$ cat src/rtl/collatz_pkg.sv
// Shared definitions for the Collatz trajectory engine: FSM states and result codes.
package collatz_pkg;

  typedef enum logic [1:0] {
    ST_IDLE = 2'd0,
    ST_RUN  = 2'd1,
    ST_FIN  = 2'd2
  } state_e;

  localparam logic [1:0] ERR_OK      = 2'd0;
  localparam logic [1:0] ERR_ZERO    = 2'd1;
  localparam logic [1:0] ERR_OVF     = 2'd2;
  localparam logic [1:0] ERR_TIMEOUT = 2'd3;

endpackage

$ cat src/rtl/collatz_if.sv
// Control/result bundle between a requester and the Collatz engine.
interface collatz_if #(
  parameter int WIDTH = 16,
  parameter int CNT_W = 10
);
  logic             start;
  logic             abort;
  logic [WIDTH-1:0] seed;
  logic             busy;
  logic             done;
  logic [WIDTH-1:0] value;
  logic [CNT_W-1:0] steps;
  logic [WIDTH-1:0] peak;
  logic [1:0]       err;

  modport master (
    output start, abort, seed,
    input  busy, done, value, steps, peak, err
  );

  modport slave (
    input  start, abort, seed,
    output busy, done, value, steps, peak, err
  );
endinterface

$ cat src/rtl/collatz_step.sv
// One combinational Collatz step; the odd branch is formed at WIDTH+2 bits to expose overflow.
module collatz_step #(
  parameter int WIDTH = 16
) (
  input  logic [WIDTH-1:0] cur,
  output logic [WIDTH-1:0] next,
  output logic             ovf
);
  logic [WIDTH+1:0] wide;
  logic [WIDTH+1:0] tri_v;

  always_comb begin
    wide  = {2'b00, cur};
    tri_v = (wide << 1) + wide + (WIDTH+2)'(1);
    if (cur[0]) begin
      next = tri_v[WIDTH-1:0];
      ovf  = |tri_v[WIDTH+1:WIDTH];
    end else begin
      next = {1'b0, cur[WIDTH-1:1]};
      ovf  = 1'b0;
    end
  end
endmodule

$ cat src/rtl/collatz_top.sv
// Project wrapper: an 8-bit Collatz engine brought out to discrete pins.
module collatz_top (
  input  logic       clk,
  input  logic       rst_n,
  input  logic       start,
  input  logic       abort,
  input  logic [7:0] seed,
  output logic       busy,
  output logic       done,
  output logic [7:0] value,
  output logic [9:0] steps,
  output logic [7:0] peak,
  output logic [1:0] err
);
  collatz_if #(.WIDTH(8), .CNT_W(10)) u_if ();

  collatz_engine #(.WIDTH(8), .CNT_W(10)) u_eng (
    .clk   (clk),
    .rst_n (rst_n),
    .bus   (u_if.slave)
  );

  assign u_if.start = start;
  assign u_if.abort = abort;
  assign u_if.seed  = seed;
  assign busy  = u_if.busy;
  assign done  = u_if.done;
  assign value = u_if.value;
  assign steps = u_if.steps;
  assign peak  = u_if.peak;
  assign err   = u_if.err;
endmodule

$ cat src/rtl/collatz_engine.sv
// Iterates the Collatz map from a seed, tracking step count and peak, with overflow/timeout guards.
module collatz_engine
  import collatz_pkg::*;
#(
  parameter int WIDTH = 16,
  parameter int CNT_W = 10
) (
  input  logic     clk,
  input  logic     rst_n,
  collatz_if.slave bus
);
  localparam logic [CNT_W-1:0] STEPS_MAX = '1;

  state_e           state_q, state_d;
  logic [WIDTH-1:0] value_q, value_d;
  logic [WIDTH-1:0] peak_q, peak_d;
  logic [CNT_W-1:0] steps_q, steps_d;
  logic [1:0]       err_q, err_d;
  logic             busy_q, busy_d;
  logic             done_q, done_d;
  logic [WIDTH-1:0] step_nxt;
  logic             step_ovf;

  collatz_step #(.WIDTH(WIDTH)) u_step (
    .cur  (value_q),
    .next (step_nxt),
    .ovf  (step_ovf)
  );

  always_comb begin
    state_d = state_q;
    value_d = value_q;
    peak_d  = peak_q;
    steps_d = steps_q;
    err_d   = err_q;
    busy_d  = busy_q;
    done_d  = 1'b0;
    case (state_q)
      ST_IDLE: begin
        if (bus.start) begin
          steps_d = '0;
          if (bus.seed == '0) begin
            value_d = '0;
            peak_d  = '0;
            err_d   = ERR_ZERO;
            done_d  = 1'b1;
            state_d = ST_FIN;
          end else begin
            value_d = bus.seed;
            peak_d  = bus.seed;
            err_d   = ERR_OK;
            busy_d  = 1'b1;
            state_d = ST_RUN;
          end
        end
      end
      ST_RUN: begin
        // Guards are checked before the step so a rejected step leaves results untouched.
        if (bus.abort) begin
          busy_d  = 1'b0;
          state_d = ST_IDLE;
        end else if (value_q == WIDTH'(1)) begin
          busy_d  = 1'b0;
          done_d  = 1'b1;
          state_d = ST_FIN;
        end else if (steps_q == STEPS_MAX) begin
          err_d   = ERR_TIMEOUT;
          busy_d  = 1'b0;
          done_d  = 1'b1;
          state_d = ST_FIN;
        end else if (step_ovf) begin
          err_d   = ERR_OVF;
          busy_d  = 1'b0;
          done_d  = 1'b1;
          state_d = ST_FIN;
        end else begin
          value_d = step_nxt;
          steps_d = steps_q + CNT_W'(1);
          peak_d  = (step_nxt > peak_q) ? step_nxt : peak_q;
        end
      end
      ST_FIN: begin
        state_d = ST_IDLE;
      end
      default: begin
        busy_d  = 1'b0;
        state_d = ST_IDLE;
      end
    endcase
  end

  always_ff @(posedge clk or negedge rst_n) begin
    if (!rst_n) begin
      state_q <= ST_IDLE;
      value_q <= '0;
      peak_q  <= '0;
      steps_q <= '0;
      err_q   <= ERR_OK;
      busy_q  <= 1'b0;
      done_q  <= 1'b0;
    end else begin
      state_q <= state_d;
      value_q <= value_d;
      peak_q  <= peak_d;
      steps_q <= steps_d;
      err_q   <= err_d;
      busy_q  <= busy_d;
      done_q  <= done_d;
    end
  end

  assign bus.busy  = busy_q;
  assign bus.done  = done_q;
  assign bus.value = value_q;
  assign bus.steps = steps_q;
  assign bus.peak  = peak_q;
  assign bus.err   = err_q;
endmodule

$ cat config.mk
export PLATFORM = sky130hd
export DESIGN_NAME = collatz_top
export DESIGN_NICKNAME = d
export VERILOG_FILES = /design/src/rtl/collatz_pkg.sv /design/src/rtl/collatz_if.sv /design/src/rtl/collatz_step.sv /design/src/rtl/collatz_top.sv /design/src/rtl/collatz_engine.sv
export SDC_FILE = /design/constraint.sdc
export NUM_CORES = 1
export LEC_CHECK = 0
export ABC_AREA = 1
export CORE_UTILIZATION = 39
export CTS_CLUSTER_SIZE = 16
export DETAILED_ROUTE_END_ITERATION = 7
export PLACE_DENSITY = 0.73
export SLEW_MARGIN = 40
export SYNTH_ARGS = -nofsm -noshare
export SYNTH_HDL_FRONTEND = slang
export SYNTH_HIERARCHICAL = 1
export SYNTH_SLANG_ARGS = --single-unit
$ cat constraint.sdc
create_clock -name clk -period 2.8 [get_ports clk]
set_input_delay 0.84 -clock clk [delete_from_list [all_inputs] [get_ports clk]]
set_output_delay 0.84 -clock clk [all_outputs]
set_load 0.05 [all_outputs]
==> run metrics, run 1 <==
status=completed; fillers=584; total global-route track usage=between 15 and 20%; largest net degree at the start of global routing=33; via count=2375; Die Span X=80.79 um; Avg WL per Cell=12.25 um; DRC errors left=0; clock transition at the registers of the reported paths=0.07 ns; WHS Endpoint=u_eng/bus.busy; Worst Path Required=2.98 ns; first-pass GRT wire length=9756 um; Achievable Freq=between 300 and 400 MHz; Synth top area share=between 30 and 40%; clk root buf=clkbuf_8; Post-Layout Cell Count=483; Vias/cell=slightly below 5; Initial DRC Count=145; area delta synth->final=29.82%; Reg2Reg Depth=19; maxcap violations=0; Hold Crit Start=u_eng/bus.busy; Startpoint Class=flip-flop; number of diodes=0; TritonCTS buffer count=5; Slew Limit Fails=0; final worst path period share=92.96%; sequential-to-total area share from yosys stat=~33%; synth top area cells=dfrtp_1 33%, nand2_1 18%, ha_1 10%; setup tns final=0 ns; Syn Inst Count=352; max_slew headroom=65.10%; RePlAce Congestion=0.9838; Min Hold Slack=0.4836 ns; Reg2Reg Launch Point=u_eng/bus.value[2]; die footprint=6527 um2; Hold Crit Depth=2; post-synthesis register bit count=32; RR Endpoint=u_eng/bus.peak[0]; worst hold path class=flip-flop to flip-flop; top cell type by total area after synthesis=dfrtp_1; Total Nets Final=440; mapped cell area=around 2400 um2; initial antenna violation count=0; grt total ovfl=0; final hold vios=0; syn_nets=385; antenna-violating nets left=0; I/O Buffers=41; critical path class=flip-flop to flip-flop; Pre-antenna DRT Iters=4; Synth Area per Inst=6.878 um2; maximum net fanout on the critical path=8; vias in the first global route=2149; layout cells sized above 1=~11%; total wire length=5916 um; Arr. time, crit path=2.78 ns; worst-skew pair later-pin latency=between 0.2 and 0.3 ns; CORE AREA=5956 um2; hold buffer count at CTS=0; CP startpoint=u_eng/bus.value[2]; clk_skew=between 0.006 and 0.007 ns; dpl cells=roughly 470; Syn. warnings=6; HPWL Detailed=4662 um; CTS tree=built; CTS Buffer Depth=2; Final Setup Violations=0; Tightest Pin Transition=~0.52 ns; I/O pin total=42; register-to-register setup slack=about 0.2 ns; Sink Count=32; initial core utilization=between 40% and 50%; H-tree Lvls=2; Setup crit end kind=flip-flop; Netlist cell types=30; num rows=28; Tmin final=2.603 ns; Die Y=80.79 um
-- worst max-delay path, stage by stage, from the launching register on --
cell and delay (ns):
dfrtp_2 0.44, buf_12 0.14, ha_4 0.28, nand2_1 0.06, clkinv_1 0.05, nand2_1 0.05, a21oi_1 0.13, nor2_1 0.08
nand2_1 0.06, nand2_1 0.06, nor2_2 0.12, ha_1 0.26, a21o_1 0.19, nor2_1 0.10, nand2_1 0.06, nand2_1 0.05
nand2_1 0.07, buf_4 0.17, nand3_1 0.08, nand2_1 0.06
-- kinds of logic (layout without fill, tap and decap cells) --
family	after synthesis	after routing	share of synthesized area [%]
fa+ha+maj	21	21	11.16
simple gates	188	188	32.20
compound gates	41	41	9.716
mux	4	4	1.654
xor+xnor	6	6	2.171
flops	32	32	33.08
buf+inv	60	116	10.03
-- repair_timing --
| action | CTS | global route |
|---|---|---|
| endpoints found under the setup margin | 0 | 14 |
| buffers inserted | 0 | 4 |
| resized for setup | 0 | 12 |
-- cell usage after synthesis (all sizes together) --
cell	count
nand2	122
inv	55
nor2	34
dfrtp	32
nand3	21
o21ai	21
ha	20
a21oi	14
nor3	5
buf	4
mux2i	4
nand4	4
xnor2	3
xor2	3
o21a	2
a21o	1
and2	1
clkinv	1
fa	1
nand3b	1
o211ai	1
o21bai	1
o22ai	1
-- cells in the final DEF (no fill, tap or decap), types with 4 or more instances in the layout --
master | netlist | final
nor2_2 | 3 | 4
nand3_1 | 21 | 21
o21ai_0 | 14 | 14
buf_4 | 0 | 10
o21ai_1 | 7 | 6
ha_1 | 20 | 17
clkbuf_8 | 0 | 6
mux2i_1 | 4 | 4
a21oi_1 | 11 | 9
a21oi_2 | 3 | 5
nand4_1 | 4 | 4
inv_1 | 52 | 52
nor3_1 | 5 | 5
nand2_1 | 118 | 117
nand2_2 | 4 | 4
dfrtp_1 | 32 | 29
clkdlybuf4s50_1 | 0 | 41
nor2_1 | 30 | 29
-- sequential cells by signal, indices dropped and copies added, names as in the netlist --
register,count
u_eng/bus.err,2
u_eng/bus.done,1
u_eng/state_q,2
u_eng/bus.busy,1
u_eng/bus.steps,10
u_eng/bus.peak,8
u_eng/bus.value,8
-- metrics by stage --
step | util (%) | setup WS (ns) | cell area [um2]
2_1_floorplan | - | 0.01536 | 2422
3_3_place_gp | 49.47 | 0.1577 | 2947
3_5_place_dp | 49.47 | 0.1126 | 2947
4_1_cts | 50.99 | 0.08870 | 3037
5_1_grt | 52.77 | -0.0005389 | 3143
6_report | 52.77 | 0.1970 | 3143
-- per-layer routing --
layer | vias to the layer above | track usage (%) | part of all wire [%] | routed length, um
met1 | 1096 | 25.35 | 46 | 2709
met4 | 0 | 6.607 | 2.0 | 120
li1 | 1216 | - | - | -
met2 | 52 | 32.88 | 48 | 2839
met3 | 11 | 3.708 | 4.2 | 246
met5 | - | 0 | 0 | 0
-- cell type report --
cell class	instances	area, um2	share of cell area (%)
Inverter	56	210.2	6.688
Tap cell	75	93.84	2.986
Timing Repair Buffer	52	505.5	16.08
Sequential cell	32	804.5	25.60
Clock buffer	8	90.09	2.866
Multi-Input combinational cell	260	1439	45.78
-- worst max path at each step --
stage	slack, ns	cells past startpoint	endpoint
2_1_floorplan	0.02	17	u_eng/bus.peak[0]
3_3_place_gp	0.16	15	u_eng/bus.peak[5]
3_5_place_dp	0.11	16	u_eng/bus.peak[4]
4_1_cts	0.09	16	u_eng/bus.peak[4]
5_1_grt	-0.0005	19	u_eng/bus.peak[0]
6_report	0.20	19	u_eng/bus.peak[0]
Power of run 1 is left out: the tool's default activity adds up to more than one toggle a clock period on the data nets, which glitch-free logic cannot reach.
==> run 2, diff against run 1 <==
==> constraint.sdc (replaced) <==
create_clock -name clk -period 2.8 [get_ports clk]
set_input_delay 0.28 -clock clk [delete_from_list [all_inputs] [get_ports clk]]
set_output_delay 0.28 -clock clk [all_outputs]
set_load 0.05 [all_outputs]
==> run metrics, run 2 (synthesized netlist as in run 1, its figures left out) <==
Tmin final=2.621 ns (+0.01778 ns); worst hold path class=input pin to asynchronous set/reset pin; Achievable Freq=381.6 MHz (-0.68%); clk_skew=0.006800 ns (+0.0004717 ns); CTS Buffer Depth=2 (unchanged); Vias/cell=4.924 (+0.13%); Initial DRC Count=141 (-2.8%); worst path bufs/invs=2 (-1); initial core utilization=40.65% (unchanged); final setup margin=0.1792 ns (-0.01778 ns); DRC errors left=0 (unchanged); RePlAce Congestion=1.009 (+2.5%); Total Nets Final=441 (+0.23%); commonest cells after routing, fill and taps aside=117 x nand2_1, 52 x inv_1, 40 x clkdlybuf4s50_1, 30 x dfrtp_1, 29 x nor2_1; Die Y=80.79 um (unchanged); Die Span X=80.79 um (unchanged); Worst Path Required=3.03 ns (+0.05 ns); worst stage delay on the critical path=0.49 ns (+0.05 ns); initial antenna violation count=0 (unchanged); largest net degree at the start of global routing=18 (-45%); Worst path slowest cell=dfrtp_2; commonest non-fill, non-tap cell in the layout=nand2_1; most frequent cell on the critical path=nand2_1; critical path class=flip-flop to flip-flop; die footprint=6527 um2 (unchanged); met2 Use GR=36.44% (+3.6 points); grt met1 use=25.40% (+0.051 points); via count=2383 (+0.34%); clk root buf=clkbuf_8; antenna-violating nets left=0 (unchanged); Avg WL per Cell=12.89 um (+5.2%); Setup crit end kind=flip-flop; final worst path period share=93.60% (+0.64 points); Arr. time, crit path=2.85 ns (+0.07 ns); I/O pin total=42 (unchanged); Tightest Pin Transition=0.4997 ns (-0.02212 ns); maximum net fanout on the critical path=8 (unchanged); Startpoint Class=flip-flop; area delta synth->final=28.99%; clock transition at the registers of the reported paths=0.07 ns (about the same); maxcap violations=0 (unchanged); status=completed; layout cells sized above 1=10.27% (-0.52 points); max_slew headroom=66.58% (+1.5 points); grt peak-use layer=met2; H-tree Lvls=2 (unchanged); first-pass GRT wire length=10360 um (+6.2%); CORE AREA=5956 um2 (unchanged); Sink Count=32 (unchanged); Slew Limit Fails=0 (unchanged); HPWL Detailed=4864 um (+4.3%); num rows=28 (unchanged); I/O Buffers=41 (unchanged); met3 GRT Util=4.270% (+0.56 points); number of diodes=0 (unchanged); Pre-antenna DRT Iters=4 (unchanged); Crit path depth=19 (unchanged); crit path cell chain=ha_1, nand2_1, inv_1, nand2_1, nand2_2, nand2_1, nand3_1, nand3_1, o21ai_1, ha_1, nand2_1, nor2_1, nand2_1, nand2_1, nand2_1, nand2_1, buf_4, nand3_1, nand2_1; max reg flops=10 (unchanged); worst-skew pair later-pin latency=0.28 ns (about the same); Reg2Reg Depth=19 (unchanged); TritonCTS buffer count=5 (unchanged); total global-route track usage=20.89% (+1.3 points); final hold vios=0 (unchanged); vias in the first global route=2328 (+8.3%); grt total ovfl=0 (unchanged); cell family with most CP delay=simple AND/OR/NAND/NOR gates; CTS tree=built; Placement Setup Slack=0.1181 ns (+0.005473 ns); Final Setup Violations=0 (unchanged); total wire length=6239 um (+5.5%)
==> run 2: changes by cell type in the layout (fill, tap and decap cells not counted), moves of 2 or more <==
cell / previous run / this run
a21oi_1: 9 / 11
a21oi_2: 5 / 3
clkbuf_1: 2 / 0
clkinv_2: 0 / 2
==> run 2: what timing repair did <==
action | 4_1_cts | 5_1_grt
endpoints found under the hold margin | 15 | 0
endpoints found under the setup margin | 0 | 9
resized for setup | 0 | 7
buffers inserted | 0 | 2
hold buffers | 1 | 0
==> run 2: metal layers <==
| metal | wire (um) | vias to the layer above |
|---|---|---|
| li1 | - | 1218 |
| met3 | 370 | 14 |
| met4 | 133 | 0 |
| met2 | 3015 | 73 |
| met1 | 2720 | 1078 |
| met5 | 0 | - |
==> run 2: layout make-up <==
cell class / count / area (um2)
fillers: 609 / 2833
multi-input cells: 260 / 1425
flip-flops and latches: 32 / 803.3
repair buffers: 53 / 498.0
inverters: 56 / 210.2
well taps: 75 / 93.84
clock buffers: 6 / 82.58
clock inverters: 2 / 10.01
==> run 2: through the flow <==
stage               TNS [ns]  cell area [um2]  hold WS, ns  utilization, %  cells
CTS                        0             3059       0.4615           51.37    482
global route         -0.1162             3123       0.4921           52.44    484
finish                     0             3123       0.4597           52.44    484
detailed placement         0             2957       0.2421           49.64    473
global placement           0             2962       0.4645           49.73    473
floorplan                  0             2422     -0.01559               -    352
==> run 2: worst paths after layout <==
kind / from / endpoint / slack [ns]
setup / recovery: u_eng/bus.value[1] / u_eng/bus.peak[0] / 0.18
min in group clk: u_eng/bus.err[0] / u_eng/bus.err[0] / 0.48
hold / removal: rst_n / u_eng/bus.value[1] / 0.46
max in group asynchronous: rst_n / u_eng/bus.steps[4] / 1.85
hold reg to reg: u_eng/bus.err[0] / u_eng/bus.err[0] / 0.48
setup reg to reg: u_eng/bus.value[1] / u_eng/bus.peak[0] / 0.18
Power of run 2 is left out for the same reason.
==> variant 1 (settings of run 2) <==
Encoding of `state_e`: now one-hot (3 bits for 3 states).
--- a/src/rtl/collatz_pkg.sv
+++ b/src/rtl/collatz_pkg.sv
@@ -1,10 +1,10 @@
 // Shared definitions for the Collatz trajectory engine: FSM states and result codes.
 package collatz_pkg;
 
-  typedef enum logic [1:0] {
-    ST_IDLE = 2'd0,
-    ST_RUN  = 2'd1,
-    ST_FIN  = 2'd2
+  typedef enum logic [2:0] {
+    ST_IDLE = 3'b001,
+    ST_RUN  = 3'b010,
+    ST_FIN  = 3'b100
   } state_e;
 
   localparam logic [1:0] ERR_OK      = 2'd0;
Function: no difference found for any inputs over 4 cycles, from zero or initial values and one cycle with rst_n low; so few cycles prove little.
==> variant 1 against run 2 <==
- sequential cell count increased by 1
- area after synthesis increased by 1.9%
- highest routed layer unchanged
- synthesized cell count is 3.4% higher
- core utilization grew 2.0 points
- fmax fell by 0.72%
- count of clock-buffer cells in the layout is 1 higher
- critical path type unchanged
- critical endpoint is now u_eng/bus.peak[6]
- clock skew rose by 0.00065 ns
- worst setup slack worse by 0.019 ns
- wire length increased by 7.4%
- final area increased by 5.1%
==> variant 1: results (changes against run 2) <==
status complete, no violations (unchanged); Initial DRC Count 171 (was 141); Nets 455 (was 441); WP data arrival 2.81 ns (was 2.85 ns); HP Class primary input to asynchronous set/reset pin (unchanged); DP Worst Slack -0.0174 ns (was 0.118 ns); fraction of layout instances using a drive strength above 1 0.147 (was 0.103); pin count of the biggest net entering global routing 34 (was 18); gp weighted congestion 0.875 (was 1.01); Yosys cell types 32 (was 30); gr usage total 0.209 (about the same); half-perimeter wire length after placement 4930 µm (was 4860 µm); initial antenna violation count 0 (unchanged); clk slew on worst S/H paths 0.07 ns (about the same); drt total wl 6700 µm (was 6240 µm); maximum VDD drop 0.788 mV; Max FO, Critical Path 6 (was 8); Initial DRT Pass Iterations 4 (unchanged); synth top area cells dfrtp_1 32%, nand2_1 23%, ha_1 10% (was dfrtp_1 33%, nand2_1 18%, ha_1 10%); dpl cells 485 (was 473); most instantiated cells after synthesis 152 x nand2_1, 36 x inv_1, 36 x nor2_1 (was 118 x nand2_1, 52 x inv_1, 32 x dfrtp_1); Slew HR 0.661 (was 0.666); Root Buffer clkbuf_8 (unchanged); Post-synth ARST share 1.00 (unchanged); vias in the first global route 2,287 (was 2,328); PortBufs 41 (unchanged); Net Sw Power 2.32 mW; Syn Area/Cell 6.78 µm² (was 6.88 µm²); syn nets 397 (was 385); Ant. Diodes 0 (unchanged); placed inst area 3020 µm² (was 2960 µm²); vias per std cell 5.05 (was 4.92); Routed WL per cell 13.5 µm (was 12.9 µm); Clock Latency Late Sink 0.28 ns (about the same); skew final 0.00745 ns (was 0.00680 ns); fin. max-slew vios 0 (unchanged); clk buf depth 2 (unchanged); max reg flops 10 (unchanged); register area share after synthesis 0.335 (was 0.331); first-pass GRT wire length 10,600 µm (was 10,400 µm)
==> variant 1: cell families after synthesis <==
group,share of synthesized area
adder cells (fa/ha/maj),0.110
AND/OR/NAND/NOR,0.379
flip-flops,0.335
AO/OA/AOI/OAI,0.0669
buffers and inverters,0.0806
XOR/XNOR,0.0284
==> variant 1: area by class of cell <==
class                           instances  area (µm²)
Clock buffer                            7        86.3
Tap cell                               75        93.8
Sequential cell                        33         835
Fill cell                             578        2740
Inverter                               43         164
Clock inverter                          1        30.0
Multi-Input combinational cell        282        1540
Timing Repair Buffer                   57         531
==> variant 1: through the flow <==
stage | setup TNS (ns) | hold WS [ns]
2_1_floorplan | 0 | -0.0156
5_1_grt | -0.000265 | 0.432
4_1_cts | 0 | 0.417
3_5_place_dp | -0.0497 | 0.465
6_report | 0 | 0.399
3_3_place_gp | 0 | 0.464
==> variant 1: what timing repair did <==
action | in CTS | in global routing
gates resized for setup | 2 | 19
hold endpoints to repair | 0 | 0
setup endpoints to repair | 8 | 8
pin swaps | 0 | 8
buffers inserted | 0 | 5
==> variant 1: critical path, cell delays in order, from the launching register on <==
cell	delay, ns
dfrtp_2	0.47
fa_2	0.43
xnor2_1	0.16
o21ai_0	0.31
ha_1	0.32
nand2_1	0.09
inv_1	0.04
nand2_1	0.05
nand2_1	0.06
nand2_1	0.06
nand2_1	0.06
nand2_2	0.09
nand2_4	0.08
buf_4	0.15
nand4_1	0.08
nand2_1	0.07
==> variant 1: per-layer routing <==
layer	vias to the layer above	routed length [µm]	track usage	part of all wire
li1	1256	-	-	-
met1	1186	3160	0.282	0.47
met2	66	3140	0.342	0.47
met3	6	350	0.0400	0.052
met4	0	44	0.0554	0.0066
met5	-	0	0	0
==> variant 1: power by group through the flow <==
| stage | clock [mW] | sequential (mW) | combinational (mW) |
|---|---|---|---|
| floorplan | 0 | 1.25 | 1.54 |
| global placement | 0 | 0.820 | 2.72 |
| detailed placement | 0 | 0.827 | 2.76 |
| CTS | 0.470 | 0.817 | 2.79 |
| global route | 0.499 | 0.872 | 3.35 |
| finish | 0.464 | 0.852 | 3.05 |
==> variant 1: path summary, 6_finish.rpt <==
| path | startpoint | endpoint | slack, ns | depth (start not counted) |
|---|---|---|---|---|
| max | u_eng/bus.value[0] | u_eng/bus.peak[6] | 0.16 | 15 |
| min | rst_n | u_eng/bus.steps[3] | 0.40 | 2 |
| max reg2reg | u_eng/bus.value[0] | u_eng/bus.peak[6] | 0.16 | 15 |
| min reg2reg | u_eng/bus.busy | u_eng/bus.busy | 0.48 | 2 |
| max in group asynchronous | rst_n | u_eng/state_q[0] | 2.06 | 2 |
| min in group clk | u_eng/bus.busy | u_eng/bus.busy | 0.48 | 2 |
==> variant 2 (config.mk and constraints of run 2) <==
Without the edit above. Register the inputs `start`, `abort` and `seed` before use, without a reset. The logic sees them one clock later.
--- a/src/rtl/collatz_top.sv
+++ b/src/rtl/collatz_top.sv
@@ -12,6 +12,17 @@
   output logic [7:0] peak,
   output logic [1:0] err
 );
+
+  logic start_q;
+  logic abort_q;
+  logic [7:0] seed_q;
+
+  always_ff @(posedge clk) begin
+      start_q <= start;
+      abort_q <= abort;
+      seed_q  <= seed;
+  end
+
   collatz_if #(.WIDTH(8), .CNT_W(10)) u_if ();
 
   collatz_engine #(.WIDTH(8), .CNT_W(10)) u_eng (
@@ -20,9 +31,9 @@
     .bus   (u_if.slave)
   );
 
-  assign u_if.start = start;
-  assign u_if.abort = abort;
-  assign u_if.seed  = seed;
+  assign u_if.start = start_q;
+  assign u_if.abort = abort_q;
+  assign u_if.seed  = seed_q;
   assign busy  = u_if.busy;
   assign done  = u_if.done;
   assign value = u_if.value;
Function: changed (Yosys sat finds a counterexample within 4 cycles, from zero or initial values and one cycle with rst_n low).
==> variant 2 against run 2 <==
- the run now ends with DRC left
- worst setup slack worse by 0.0043 ns
- non-clock buffer count is 2 lower
- sequential cell count is 10 higher
- area after synthesis is 8.3% higher
- hold slack worse by 0.086 ns
- wire length is 1.8% lower
- die area is 8.1% higher
- final area is 6.6% higher
- critical endpoint is now u_eng/bus.peak[1]
- largest cell class unchanged
Power is not shown: default switching activity piles up to over one toggle a cycle in this logic, so the estimate is an artifact.
==> variant 2: results (changes against run 2) <==
failing checks DRC; synth top area cells dfrtp_1 31%, nand2_1 17%, ha_1 9.5% (was dfrtp_1 33%, nand2_1 18%, ha_1 10%); half-perimeter wire length after placement 4690 µm (was 4860 µm); r2r worst-path depth 17 (was 19); placed inst area 3140 µm² (was 2960 µm²); Initial DRC Count 133 (was 141); DR vias 2,471 (was 2,383); Nets 449 (was 441); FF-to-FF End u_eng/bus.peak[1] (was u_eng/bus.peak[0]); Clock Latency Late Sink 0.29 ns; post-synthesis mux area share 0.0153 (was 0.0165); Synth Area in Adders 0.103 (was 0.112); syn nets 395 (was 385); die area 7050 µm² (was 6530 µm²); Ant. Diodes 0 (unchanged); status finished with violations (was complete, no violations); Synth Area in Compound Gates 0.0897 (was 0.0972); DRC 4 (was 0); XOR/XNOR Fraction of Synth Area 0.0200 (was 0.0217); Initial DRT Pass Iterations 6 (was 4); CP Class register to register (unchanged); fraction of layout instances using a drive strength above 1 0.106 (was 0.103); vias in the first global route 2,333 (was 2,328); Routed WL per cell 12.4 µm (was 12.9 µm); register area share after synthesis 0.382 (was 0.331); HP Class primary input to asynchronous set/reset pin (unchanged); Post-synth top flop dfrtp_1 (unchanged); Slew HR 0.658 (was 0.666); WP data arrival 2.81 ns (was 2.85 ns); pin count of the biggest net entering global routing 33 (was 18); gr usage total 0.183 (was 0.209); Yosys cell types 31 (was 30); gp weighted congestion 0.940 (was 1.01); first-pass GRT wire length 10,400 µm (about the same); skew final 0.00635 ns (was 0.00680 ns); Post-synth ARST share 0.762 (was 1.00)
variant 2: cell count changes after synthesis, sizes merged:
cell | before | now
dfxtp | 0 | 10
variant 2: cell families (layout without fill, tap and decap cells):
| logic type | after synthesis | after routing |
|---|---|---|
| and+or+nand+nor | 188 | 188 |
| muxes | 4 | 4 |
| AOI/OAI and AO/OA | 41 | 41 |
| buffers and inverters | 60 | 115 |
| xor gates and xnor gates | 6 | 6 |
| adders and majority gates | 21 | 21 |
| DFF | 42 | 42 |
variant 2: worst min-delay path by stage:
stage | end | depth (start not counted) | slack [ns]
finish | u_eng/bus.steps[0] | 2 | 0.37
global route | u_eng/bus.steps[0] | 2 | 0.41
CTS | u_eng/bus.steps[0] | 2 | 0.39
detailed placement | u_eng/bus.err[0] | 2 | 0.47
global placement | u_eng/bus.err[0] | 2 | 0.46
floorplan | u_eng/bus.busy | 0 | -0.02
variant 2: area by class of cell:
class	count	area, µm²
clock buffer	7	86.3
clock inverter	1	5.00
fill	598	3090
inverter	56	210
multi-input combinational	260	1440
sequential	42	1010
tap	77	96.3
timing repair buffer	51	489
variant 2: stage by stage:
stage	cells	worst slack [ns]	setup TNS, ns
3_3_place_gp	482	0.107	0
2_1_floorplan	362	0.0154	0
3_5_place_dp	482	0.0784	0
4_1_cts	490	0.0415	0
6_report	494	0.175	0
5_1_grt	494	-0.0369	-0.0909
variant 2: per-layer routing:
metal	up-vias	part of all wire	global-route usage
li1	1241	-	-
met1	1127	0.46	0.242
met2	89	0.46	0.303
met3	14	0.064	0.0287
met4	0	0.023	0.0674
met5	-	0	0
variant 2: what timing repair did:
action,CTS,global route
hold endpoints to repair,0,0
hold buffers,0,0
buffers inserted,0,4
gates resized for setup,0,15
endpoints found under the setup margin,0,9
